[config.mk]
export PLATFORM = sky130hd
export DESIGN_NAME = des_dec_keysched
export DESIGN_NICKNAME = d
export VERILOG_FILES = /design/src/rtl/des_dec_keysched.sv
export SDC_FILE = /design/constraint.sdc
export NUM_CORES = 1
export LEC_CHECK = 0
export ABC_CLOCK_PERIOD_IN_PS = 4900
export BUFFER_PORTS_ARGS = -buffer_cell sky130_fd_sc_hd__buf_2
export CORE_ASPECT_RATIO = 1.4
export CORE_MARGIN = 3
export CORE_UTILIZATION = 50
export DETAILED_ROUTE_END_ITERATION = 8
export PLACE_DENSITY = 0.75
export SLEW_MARGIN = 20
export SYNTH_ARGS = -nofsm -noshare
export SYNTH_HDL_FRONTEND = slang
export SYNTH_SLANG_ARGS = --single-unit
[constraint.sdc]
create_clock -name clk -period 4.9 [get_ports clk]
set_input_delay 0.49 -clock clk [delete_from_list [all_inputs] [get_ports clk]]
set_output_delay 0.49 -clock clk [all_outputs]
set_load 0.05 [all_outputs]
[src/rtl/des_dec_keysched.sv]
// DES decryption key schedule: emits K16..K1 one per beat over a valid/ready
// handshake, rotating the PC-1 halves right so they return to C0/D0 at the end.
module des_dec_keysched (
  input  logic        clk,
  input  logic        rst,
  input  logic        start,
  input  logic [1:64] the_key,
  input  logic        ki_ready,
  output logic [1:48] ki,
  output logic        ki_valid,
  output logic [3:0]  round,
  output logic        busy,
  output logic        done
);

  typedef enum logic [1:0] {IDLE, LOAD, EMIT, DONE} state_t;

  localparam int PC1_TAB [56] = '{
    57, 49, 41, 33, 25, 17,  9,  1, 58, 50, 42, 34, 26, 18,
    10,  2, 59, 51, 43, 35, 27, 19, 11,  3, 60, 52, 44, 36,
    63, 55, 47, 39, 31, 23, 15,  7, 62, 54, 46, 38, 30, 22,
    14,  6, 61, 53, 45, 37, 29, 21, 13,  5, 28, 20, 12,  4};

  localparam int PC2_TAB [48] = '{
    14, 17, 11, 24,  1,  5,  3, 28, 15,  6, 21, 10,
    23, 19, 12,  4, 26,  8, 16,  7, 27, 20, 13,  2,
    41, 52, 31, 37, 47, 55, 30, 40, 51, 45, 33, 48,
    44, 49, 39, 56, 34, 53, 46, 42, 50, 36, 29, 32};

  state_t       state_reg, state_next;
  logic [1:28]  c_reg, d_reg;
  logic [1:28]  c_rot, d_rot;
  logic [1:48]  ki_reg;
  logic         ki_valid_reg;
  logic [3:0]   round_reg;
  logic [1:56]  pc1_key;
  logic [1:56]  pc2_src;
  logic [1:48]  pc2_out;
  logic         rot_one;
  logic         accept;
  logic         parity_unused;
  logic         cd_unused;

  genvar gi;
  generate
    for (gi = 0; gi < 56; gi++) begin : g_pc1
      assign pc1_key[gi+1] = the_key[PC1_TAB[gi]];
    end
    for (gi = 0; gi < 48; gi++) begin : g_pc2
      assign pc2_out[gi+1] = pc2_src[PC2_TAB[gi]];
    end
  endgenerate

  // Parity bits of the key and the eight CD bits PC-2 drops carry no information.
  assign parity_unused = ^{the_key[8], the_key[16], the_key[24], the_key[32],
                           the_key[40], the_key[48], the_key[56], the_key[64]};
  assign cd_unused = ^{pc2_src[9], pc2_src[18], pc2_src[22], pc2_src[25],
                       pc2_src[35], pc2_src[38], pc2_src[43], pc2_src[54]};

  // Single-bit right rotations lead into decrypt rounds 1, 8 and 15; the extra
  // one on the final beat brings the registers back to C0/D0 (total of 28).
  assign rot_one = (round_reg == 4'd0) || (round_reg == 4'd7) ||
                   (round_reg == 4'd14) || (round_reg == 4'd15);
  assign c_rot = rot_one ? {c_reg[28], c_reg[1:27]} : {c_reg[27:28], c_reg[1:26]};
  assign d_rot = rot_one ? {d_reg[28], d_reg[1:27]} : {d_reg[27:28], d_reg[1:26]};

  // First EMIT cycle registers PC-2 of the freshly loaded halves; later beats
  // register PC-2 of the rotated halves alongside the rotation itself.
  assign pc2_src = ki_valid_reg ? {c_rot, d_rot} : {c_reg, d_reg};
  assign accept  = (state_reg == EMIT) && ki_valid_reg && ki_ready;

  always_ff @(posedge clk) begin
    if (rst) begin
      state_reg <= IDLE;
    end else begin
      state_reg <= state_next;
    end
  end

  always_comb begin
    state_next = state_reg;
    case (state_reg)
      IDLE: if (start) state_next = LOAD;
      LOAD: state_next = EMIT;
      EMIT: if (accept && (round_reg == 4'd15)) state_next = DONE;
      DONE: state_next = IDLE;
      default: state_next = IDLE;
    endcase
  end

  always_comb begin
    busy = 1'b0;
    done = 1'b0;
    case (state_reg)
      LOAD, EMIT: busy = 1'b1;
      DONE:       done = 1'b1;
      default:    ;
    endcase
  end

  // The key is folded through PC-1 on the accept edge, so later the_key changes cannot leak in.
  always_ff @(posedge clk) begin
    if (rst) begin
      c_reg        <= '0;
      d_reg        <= '0;
      ki_reg       <= '0;
      ki_valid_reg <= 1'b0;
      round_reg    <= '0;
    end else begin
      case (state_reg)
        IDLE: begin
          if (start) begin
            c_reg     <= pc1_key[1:28];
            d_reg     <= pc1_key[29:56];
            round_reg <= 4'd0;
          end
        end
        EMIT: begin
          if (!ki_valid_reg) begin
            ki_reg       <= pc2_out;
            ki_valid_reg <= 1'b1;
          end else if (ki_ready) begin
            c_reg <= c_rot;
            d_reg <= d_rot;
            if (round_reg == 4'd15) begin
              ki_valid_reg <= 1'b0;
            end else begin
              round_reg <= round_reg + 4'd1;
              ki_reg    <= pc2_out;
            end
          end
        end
        default: ;
      endcase
    end
  end

  assign ki       = ki_reg;
  assign ki_valid = ki_valid_reg;
  assign round    = round_reg;

endmodule

==> results of run 1 <==
## power breakdown
part / switching [uW] / internal, uW / total, uW
registers: 152 / 1080 / 1230
logic: 751 / 384 / 1140
clock network: 340 / 399 / 739
total: 1240 / 1860 / 3100
## cell type report
class                           count  area (um^2)  share of cell area
Clock buffer                        9          225              0.0372
Clock inverter                      7         71.3              0.0118
Inverter                            7         26.3             0.00434
Multi-Input combinational cell    365         2690               0.445
Sequential cell                   111         2220               0.367
Tap cell                          135          169              0.0279
Timing Repair Buffer              124          646               0.107
## worst reg2reg max path, delay by kind of cell, from the launching register on
family	cells	cell delay, ns
adder cells (fa/ha/maj)	1	0.18
flip-flops	1	0.36
AO/OA/AOI/OAI	2	0.55
AND/OR/NAND/NOR	2	0.95
buffers and inverters	3	0.82
## cell families (layout without fill, tap and decap cells)
family          count (synthesis)  after routing  synth area share
flops                         111            111             0.424
fa+ha+maj                       6              6            0.0143
buf+inv                        63            147            0.0694
simple gates                   77             77             0.121
mux                            57             57             0.109
compound gates                225            225             0.263
## Yosys cell counts (2+ instances only)
cell type  instances
a211oi_1           3
a21oi_1            6
a21oi_2            2
a22oi_1           53
a31oi_1           49
and2_1             2
buf_12             4
buf_2             10
buf_4              4
buf_6              4
clkbuf_1          30
clkbuf_2           4
dfxtp_1          111
ha_1               6
inv_1              7
mux2i_1           56
nand2_1            7
nand3_1            2
nand4b_1           3
nor2_1             7
nor2b_1            2
nor4bb_1          48
o21ai_0            4
o21ai_1           98
o221ai_1           3
o32ai_1            2
## final timing paths
path                                   from                    end  slack, ns  cells after the start
setup reg to reg  state_reg[0]$_SDFFE_PP0P_  c_reg[9]$_SDFFE_PP0P_       1.95                      8
hold / removal                  the_key[63]  d_reg[1]$_SDFFE_PP0P_       0.36                      3
hold reg to reg         ki[45]$_SDFFE_PP0P_    ki[45]$_SDFFE_PP0P_       0.49                      2
setup / recovery  state_reg[0]$_SDFFE_PP0P_  c_reg[9]$_SDFFE_PP0P_       1.95                      8
## metal layers
layer  vias to the layer above  wire length [um]  GRT usage
met5                         -                 0          0
met4                         0               263      0.101
met3                        16              1040     0.0453
met2                       201              7220      0.420
met1                      2300              6100      0.308
li1                       2260                 -          -
## per-stage QoR
stage | power [uW] | area, um^2 | cells | hold slack, ns | utilization
2_1_floorplan | 2100 | 5250 | 539 | 0.488 | -
3_3_place_gp | 2350 | 5750 | 742 | 0.466 | 0.572
3_5_place_dp | 2380 | 5750 | 742 | 0.475 | 0.572
4_1_cts | 3110 | 6050 | 758 | 0.352 | 0.601
5_1_grt | 3260 | 6050 | 758 | 0.360 | 0.601
6_report | 3100 | 6050 | 758 | 0.362 | 0.601
## placed cells by master (no fill, tap or decap), types with 2 or more instances in the layout
| cell type | n |
|---|---|
| nand2_1 | 7 |
| dfxtp_1 | 110 |
| inv_1 | 6 |
| and2_1 | 2 |
| a31oi_1 | 49 |
| o21ai_1 | 98 |
| o221ai_1 | 3 |
| clkinv_2 | 3 |
| buf_4 | 10 |
| nor4bb_1 | 48 |
| a21oi_1 | 6 |
| o32ai_1 | 2 |
| nor2_1 | 6 |
| a211oi_1 | 3 |
| nor2b_1 | 2 |
| a22oi_1 | 53 |
| nand3_2 | 2 |
| buf_2 | 114 |
| clkbuf_16 | 9 |
| mux2i_1 | 56 |
| o21ai_0 | 4 |
| nand4b_1 | 3 |
| ha_1 | 5 |
| a21oi_4 | 2 |
| inv_6 | 2 |
==> results.yml, run 1 <==
setup_path:
  end_kind: "flip-flop"
  startpoint_type: "flip-flop"
  critPathMaxFanout: 62
  crit_chain: "inv_1, ha_2, buf_4, a21bo_2, and2_1, nand3_2, buf_4, o221ai_1"
  path_class: "reg -> reg"
  cp.arrival_ns: 3.22
  path_delay_family: "simple AND/OR/NAND/NOR gates"
  slowest_stage: "nand3_2"
  max_stage_delay_ns: 0.48
  crit_required_ns: 5.17
  cpMostUsedCell: "buf_4"
  crit_buf_inv: 3
clocking:
  holdBufCountCts: 0
  cts_setup_buffers: 0
  cts_sinks: 111
  cts_root_buffer: "clkbuf_16"
  cts_tree: "yes"
  cts_resized: 0
  cts_buffers: 9
  cts.clk_slew.worst_paths_ns: 0.07
  worstSkewPairLatency_ns: 0.35
  cts_max_level: 3
  clock_path_buffers: 2
route:
  vias: 4777
  wire_per_inst_um: 19.3
  drtAntennaViolNets: 0
  routed_via_density: 6.30
  drc_errors: 0
  firstDrtPassIters: 7
  first_iter_violations: 331
  drt-total-wl_um: 14600
timing:
  tightest_slew_ns: 0.957
  worst_slack_ns: 1.95
  finalCritPeriodShare: 0.603
  setup-violations-final: 0
  clock.fmax_mhz: 339
  slew_headroom: 0.362
  rsz0062_at_grt: "no"
  setup_tns_ns: 0
  finalHoldViolations: 0
  clock_skew_ns: 0.00608
  period_minus_slack_ns: 2.95
  final_max_slew_viol_count: 0
global_route:
  grt-ovfl-total: 0
  grt_max_degree: 63
  grt_usage: 0.247
  grt_pass1_wl_um: 23700
  antenna_found_initial: 0
  grt_pass1_vias: 4732
placement:
  numPortBuffers: 114
  pre_cts_slack_ns: 1.95
  hpwlAfterDp_um: 8730
  place.gp.congestion: 0.805
worst_hold_path:
  hp-class: "in -> reg"
floorplan:
  core-area_um2: 10100
  die_w_um: 92.6
  die_h_um: 127
  pin_count: 123
  dieArea_um2: 11800
  rows: 43
  start_util: 0.521
synthesis:
  synth_top_area_share: 0.424
  ys_warn_count: 0
  synthFlopType: "dfxtp_1"
  ys_ff_latch: 111
  ys_types: 38
  synth_area_um2: 5250
  syn_nets: 613
  synth_top_area_cell: "dfxtp_1"
  syn_area_per_cell_um2: 9.73
  synth_enable_flop_cells: 0
  syn_inst: 539
  async_reset_ff_frac: 0
  synth_seq_area_share: 0.424
  synth.area.top_cells: "dfxtp_1 42%, mux2i_1 11%, o21ai_1 9.3%"
cells_and_area:
  largest_reg_flops: 48
  diodes: 0
  nNetsFinal: 692
  layout-drive-gt1-share: 0.244
  fillers: 918
  syn2layout_area_growth_pct: 15.3
pwr:
  p_leak_uw: 0.00213
  ir_drop_mv: 0.234
  power_density_nw_per_um2: 513
run_status:
  status: "completed"
flow_run:
  cap_violations: 0
Power figures use the tool's default switching activity.
==> run 2, diff against run 1 <==
Settings changed: ABC_CLOCK_PERIOD_IN_PS 4900 to 2900.
Clock period 4.9 ns to 2.9 ns, I/O delays scaled along.
==> run 2 against run 1 <==
Clock-buffer cell count stayed put. Clock skew is 0.0044 ns higher. Non-clock buffer count is 7 higher. Die area stayed put. First-iteration DRC count is 14% lower. Register-to-register slack worse by 1.2 ns. Global-route usage is 0.41 points higher. Largest cell class unchanged. Largest power group unchanged.
==> results.yml, run 2 (synthesis gave the netlist of run 1 again) <==
run_status:
  status: "completed"
setup_path:
  crit_start: "state_reg[0]$_SDFFE_PP0P_"
  r2r-end: "ki[43]$_SDFFE_PP0P_"
  crit_required_ns: 3.13
  rr_startpoint: "state_reg[0]$_SDFFE_PP0P_"
  worstRegToRegCells: 8
  end_kind: "flip-flop"
  cp.arrival_ns: 2.42
  startpoint_type: "flip-flop"
  critPathMaxFanout: 56
  path_class: "reg -> reg"
  rrSetupSlack_ns: 0.70
  endpoint: "ki[43]$_SDFFE_PP0P_"
timing:
  finalHoldViolations: 0
  period_minus_slack_ns: 2.20
  rsz0062_at_grt: "no"
  final_max_slew_viol_count: 0
  finalCritPeriodShare: 0.758
  setup-violations-final: 0
  clock.fmax_mhz: 455
  clock_skew_ns: 0.0104
  slew_headroom: 0.584
  tightest_slew_ns: 0.625
  setup_tns_ns: 0
clocking:
  holdBufCountCts: 0
  cts_tree: "yes"
  clock_path_buffers: 2
  cts.clk_slew.worst_paths_ns: 0.08
  worstSkewPairLatency_ns: 0.35
  cts_setup_buffers: 0
  cts_root_buffer: "clkbuf_16"
  cts_resized: 0
  cts_sinks: 111
  cts_buffers: 9
  cts_max_level: 3
global_route:
  grt_usage: 0.251
  grt_max_degree: 57
  antenna_found_initial: 0
  grt_pass1_wl_um: 24200
  grt-ovfl-total: 0
  grt_pass1_vias: 4785
cells_and_area:
  diodes: 0
  largest_reg_flops: 48
  fillers: 893
  layout-drive-gt1-share: 0.252
  nNetsFinal: 699
  layout_common_cells: "114 x buf_2, 110 x dfxtp_1, 98 x o21ai_1"
  finalInstanceArea_um2: 6100
  syn2layout_area_growth_pct: 16.3
  mostFrequentLayoutCell: "buf_2"
route:
  wire_per_inst_um: 19.3
  drc_errors: 0
  drtAntennaViolNets: 0
  routed_via_density: 6.26
  vias: 4790
  first_iter_violations: 284
  drt-total-wl_um: 14800
  firstDrtPassIters: 5
flow_run:
  cap_violations: 0
pwr:
  ir_drop_mv: 0.456
  p_switching_uw: 2120
  power_density_nw_per_um2: 856
  seqPwrFrac: 0.404
  power_frac_clock: 0.228
  power.internal_uw: 3100
  p_leak_uw: 0.00215
  share_comb_of_total_power: 0.368
  switching_share: 0.407
floorplan:
  die_w_um: 92.6
  die_h_um: 127
  core-area_um2: 10100
  start_util: 0.521
  pin_count: 123
  rows: 43
  dieArea_um2: 11800
placement:
  numPortBuffers: 114
  place.gp.congestion: 0.798
  hpwlAfterDp_um: 9210
  place_area_um2: 5820
worst_hold_path:
  hp-class: "in -> reg"
## run 2: cell count changes in the layout (fill, tap and decap cells not counted)
cell / before / now
buf_12: 0 / 1
bufinv_16: 1 / 0
clkinv_2: 3 / 1
buf_4: 10 / 16
clkinv_4: 1 / 3
clkinvlp_4: 0 / 1
## run 2: routing by layer
| layer | routed length, um | global-route usage | up-vias |
|---|---|---|---|
| met5 | 0 | 0 | - |
| met4 | 218 | 0.0831 | 0 |
| met3 | 1160 | 0.0554 | 24 |
| met2 | 7470 | 0.445 | 204 |
| met1 | 5900 | 0.300 | 2280 |
| li1 | - | - | 2282 |
## run 2: per-stage QoR
step / utilization / total power [uW] / worst slack [ns] / hold slack (ns) / std cells
floorplan: - / 3550 / 0.707 / 0.421 / 539
finish: 0.606 / 5220 / 0.703 / 0.159 / 765
detailed placement: 0.578 / 4050 / 0.759 / 0.473 / 749
CTS: 0.606 / 5230 / 0.731 / 0.153 / 765
global placement: 0.578 / 4010 / 0.803 / 0.466 / 749
global route: 0.606 / 5490 / 0.571 / 0.162 / 765
## run 2: final cells by class
type	instances	area (um^2)	share of cell area
clock inverter	7	56.3	0.00923
tap	135	169	0.0277
inverter	7	26.3	0.00431
clock buffer	9	225	0.0369
sequential	111	2220	0.364
timing repair buffer	131	711	0.116
multi-input combinational	365	2690	0.441
## run 2: power by group through the flow
stage                     clock network [uW]  registers [uW]  logic, uW
after floorplan                            0            2230       1330
after global placement                     0            2130       1880
after detailed placement                   0            2140       1910
after CTS                               1200            2110       1920
after global routing                    1270            2160       2070
final                                   1190            2110       1920
## run 2: critical path, stage by stage, from the launching register on
cell and delay [ns]:
dfxtp_1 0.34, inv_1 0.09, ha_2 0.25, buf_4 0.46
and2_1 0.28, a21oi_4 0.07, buf_4 0.23, a31oi_1 0.21
o21ai_1 0.09
## run 2: how the worst min path moves through the flow
stage / from / to / slack, ns / depth (start not counted)
2_1_floorplan: the_key[63] / d_reg[1]$_SDFFE_PP0P_ / 0.42 / 2
3_3_place_gp: ki[40]$_SDFFE_PP0P_ / ki[40]$_SDFFE_PP0P_ / 0.47 / 2
3_5_place_dp: ki[14]$_SDFFE_PP0P_ / ki[14]$_SDFFE_PP0P_ / 0.47 / 2
4_1_cts: the_key[6] / d_reg[16]$_SDFFE_PP0P_ / 0.15 / 3
5_1_grt: the_key[54] / d_reg[10]$_SDFFE_PP0P_ / 0.16 / 3
6_report: the_key[37] / d_reg[20]$_SDFFE_PP0P_ / 0.16 / 3
==> run 3, diff against run 2 <==
Settings changed: ABC_AREA set to 1, ABC_CLOCK_PERIOD_IN_PS 2900 to 1790, PLACE_DENSITY 0.75 to 0.76.
Clock period 2.9 ns to 1.79 ns, I/O delays scaled along.
==> run 3 against run 2 <==
Clock skew fell by 0.0016 ns. Clock-buffer cell count did not move. Setup slack got worse by 0.56 ns. Combinational power rose to 3.8 times the previous value. Critical endpoint is now round[2]$_SDFFE_PP0P_.
==> results.yml, run 3 <==
clocking:
  cts_max_level: 3
  cts_buffers: 9
  cts_root_buffer: "clkbuf_16"
  holdBufCountCts: 0
  cts_setup_buffers: 0
  cts_resized: 0
  cts_sinks: 111
  clock_path_buffers: 2
  cts_tree: "yes"
  worstSkewPairLatency_ns: 0.35
  cts.clk_slew.worst_paths_ns: 0.07
global_route:
  antenna_found_initial: 0
  grt_use_met3: 0.0261
  grt_max_degree: 97
  grt_usage: 0.231
  use_met1: 0.267
  grt_pass1_vias: 6021
  use_met2: 0.411
  grt-ovfl-total: 0
  grt_pass1_wl_um: 27000
  busiest_layer: "met2"
synthesis:
  synth_seq_area_share: 0.348
  synth_top_area_cell: "dfxtp_1"
  ys_types: 23
  synthTopCellsByCount: "175 x nand2_1, 169 x inv_1, 168 x a21oi_1"
  syn_area_per_cell_um2: 6.17
  synth_enable_flop_cells: 0
  yosysMostFrequentCell: "nand2_1"
  synthFlopType: "dfxtp_1"
  syn_nets: 1111
  ys_ff_latch: 111
  async_reset_ff_frac: 0
  synth_top_area_share: 0.348
  ys_warn_count: 0
  synth.area.top_cells: "dfxtp_1 35%, a21oi_1 13%, nand3_1 13%"
  syn_inst: 1037
  synth_area_um2: 6390
placement:
  numPortBuffers: 114
  hpwlAfterDp_um: 10800
  dp_cells: 1258
  place.gp.congestion: 0.828
worst_hold_path:
  hold_depth: 3
  hp-class: "in -> reg"
  worstHoldEndpoint: "c_reg[9]$_SDFFE_PP0P_"
  hp-start: "the_key[58]"
setup_path:
  startpoint_type: "flip-flop"
  cp.arrival_ns: 1.93
  crit_required_ns: 2.07
  end_kind: "flip-flop"
  worstRegToRegCells: 9
  critPathMaxFanout: 17
  rrSetupSlack_ns: 0.14
  r2r-end: "round[2]$_SDFFE_PP0P_"
  path_class: "reg -> reg"
  rr_startpoint: "state_reg[0]$_SDFFE_PP0P_"
floorplan:
  rows: 48
  core-area_um2: 12400
  die_w_um: 102
  start_util: 0.514
  pin_count: 123
  dieArea_um2: 14200
  die_h_um: 140
cells_and_area:
  syn2layout_area_growth_pct: 15.8
  mostFrequentLayoutCell: "nand2_1"
  layout_common_cells: "172 x nand2_1, 169 x inv_1, 168 x a21oi_1"
  postLayoutCoreUtil: 0.596
  fillers: 1251
  layout.cells.non_filler: 1273
  diodes: 0
  nNetsFinal: 1193
  largest_reg_flops: 48
  layout-drive-gt1-share: 0.155
route:
  vias: 6625
  first_iter_violations: 245
  firstDrtPassIters: 6
  routed_via_density: 5.20
  drt-total-wl_um: 16400
  wire_per_inst_um: 12.9
  drtAntennaViolNets: 0
  drc_errors: 0
timing:
  final_max_slew_viol_count: 0
  finalHoldViolations: 0
  setup_tns_ns: 0
  tightest_slew_ns: 0.478
  clock_skew_ns: 0.00883
  period_minus_slack_ns: 1.65
  finalCritPeriodShare: 0.922
  clock.fmax_mhz: 606
  slew_headroom: 0.682
  rsz0062_at_grt: "no"
  setup-violations-final: 0
pwr:
  p_total_uw: 12800
  ir_drop_mv: 0.967
  p_leak_uw: 0.00389
  power_density_nw_per_um2: 1730
flow_run:
  cap_violations: 0
run_status:
  status: "completed"
==> run 3: power by group <==
| part | internal, uW | total, uW | switching (uW) |
|---|---|---|---|
| logic | 2110 | 7270 | 5160 |
| clock network | 933 | 1850 | 919 |
| registers | 3270 | 3680 | 407 |
==> run 3: per-layer routing <==
layer	part of all wire	vias up	wire length, um
li1	-	3412	-
met1	0.41	2979	6720
met2	0.51	197	8320
met3	0.051	37	844
met4	0.034	0	562
met5	0	-	0
==> run 3: stage by stage <==
| step | hold slack (ns) | cell area, um^2 | setup WS (ns) |
|---|---|---|---|
| 2_1_floorplan | 0.375 | 6400 | 0.0466 |
| 3_3_place_gp | 0.484 | 7110 | 0.109 |
| 3_5_place_dp | 0.476 | 7110 | 0.0746 |
| 4_1_cts | 0.117 | 7370 | 0.0544 |
| 5_1_grt | 0.182 | 7410 | 0.00406 |
| 6_report | 0.136 | 7410 | 0.140 |
==> run 3: cell families (layout without fill, tap and decap cells) <==
logic type,count (synthesis),after routing,synth area share
AND/OR/NAND/NOR,504,504,0.338
buffers and inverters,242,328,0.166
AO/OA/AOI/OAI,174,174,0.136
flip-flops,111,111,0.348
adder cells (fa/ha/maj),6,6,0.0117
==> run 3: area by class of cell <==
type	count	area, um^2	share of cell area
clock buffers	9	225	0.0304
clock inverters	6	38.8	0.00524
inverters	173	654	0.0884
multi-input cells	684	3140	0.424
flip-flops and latches	111	2230	0.301
well taps	150	188	0.0253
repair buffers	140	932	0.126
==> run 3: worst max-delay path by stage <==
stage | slack (ns) | endpoint | start | depth (start not counted)
after global routing | 0.004 | state_reg[1]$_SDFFE_PP0P_ | round[1]$_SDFFE_PP0P_ | 8
after CTS | 0.05 | d_reg[27]$_SDFFE_PP0P_ | round[1]$_SDFFE_PP0P_ | 9
after floorplan | 0.05 | c_reg[27]$_SDFFE_PP0P_ | ki_valid$_SDFFE_PP0N_ | 8
after global placement | 0.11 | d_reg[27]$_SDFFE_PP0P_ | round[1]$_SDFFE_PP0P_ | 9
final | 0.14 | round[2]$_SDFFE_PP0P_ | state_reg[0]$_SDFFE_PP0P_ | 9
after detailed placement | 0.07 | d_reg[6]$_SDFFE_PP0P_ | round[1]$_SDFFE_PP0P_ | 9
==> run 3: worst max-delay path: stages (launching register included) <==
cell and delay, ns:
dfxtp_1 0.32, inv_1 0.09, ha_1 0.29, inv_6 0.06, nand2_4 0.07, nand3_4 0.13
buf_4 0.24, a21oi_1 0.18, nand2_1 0.08, a21oi_1 0.11
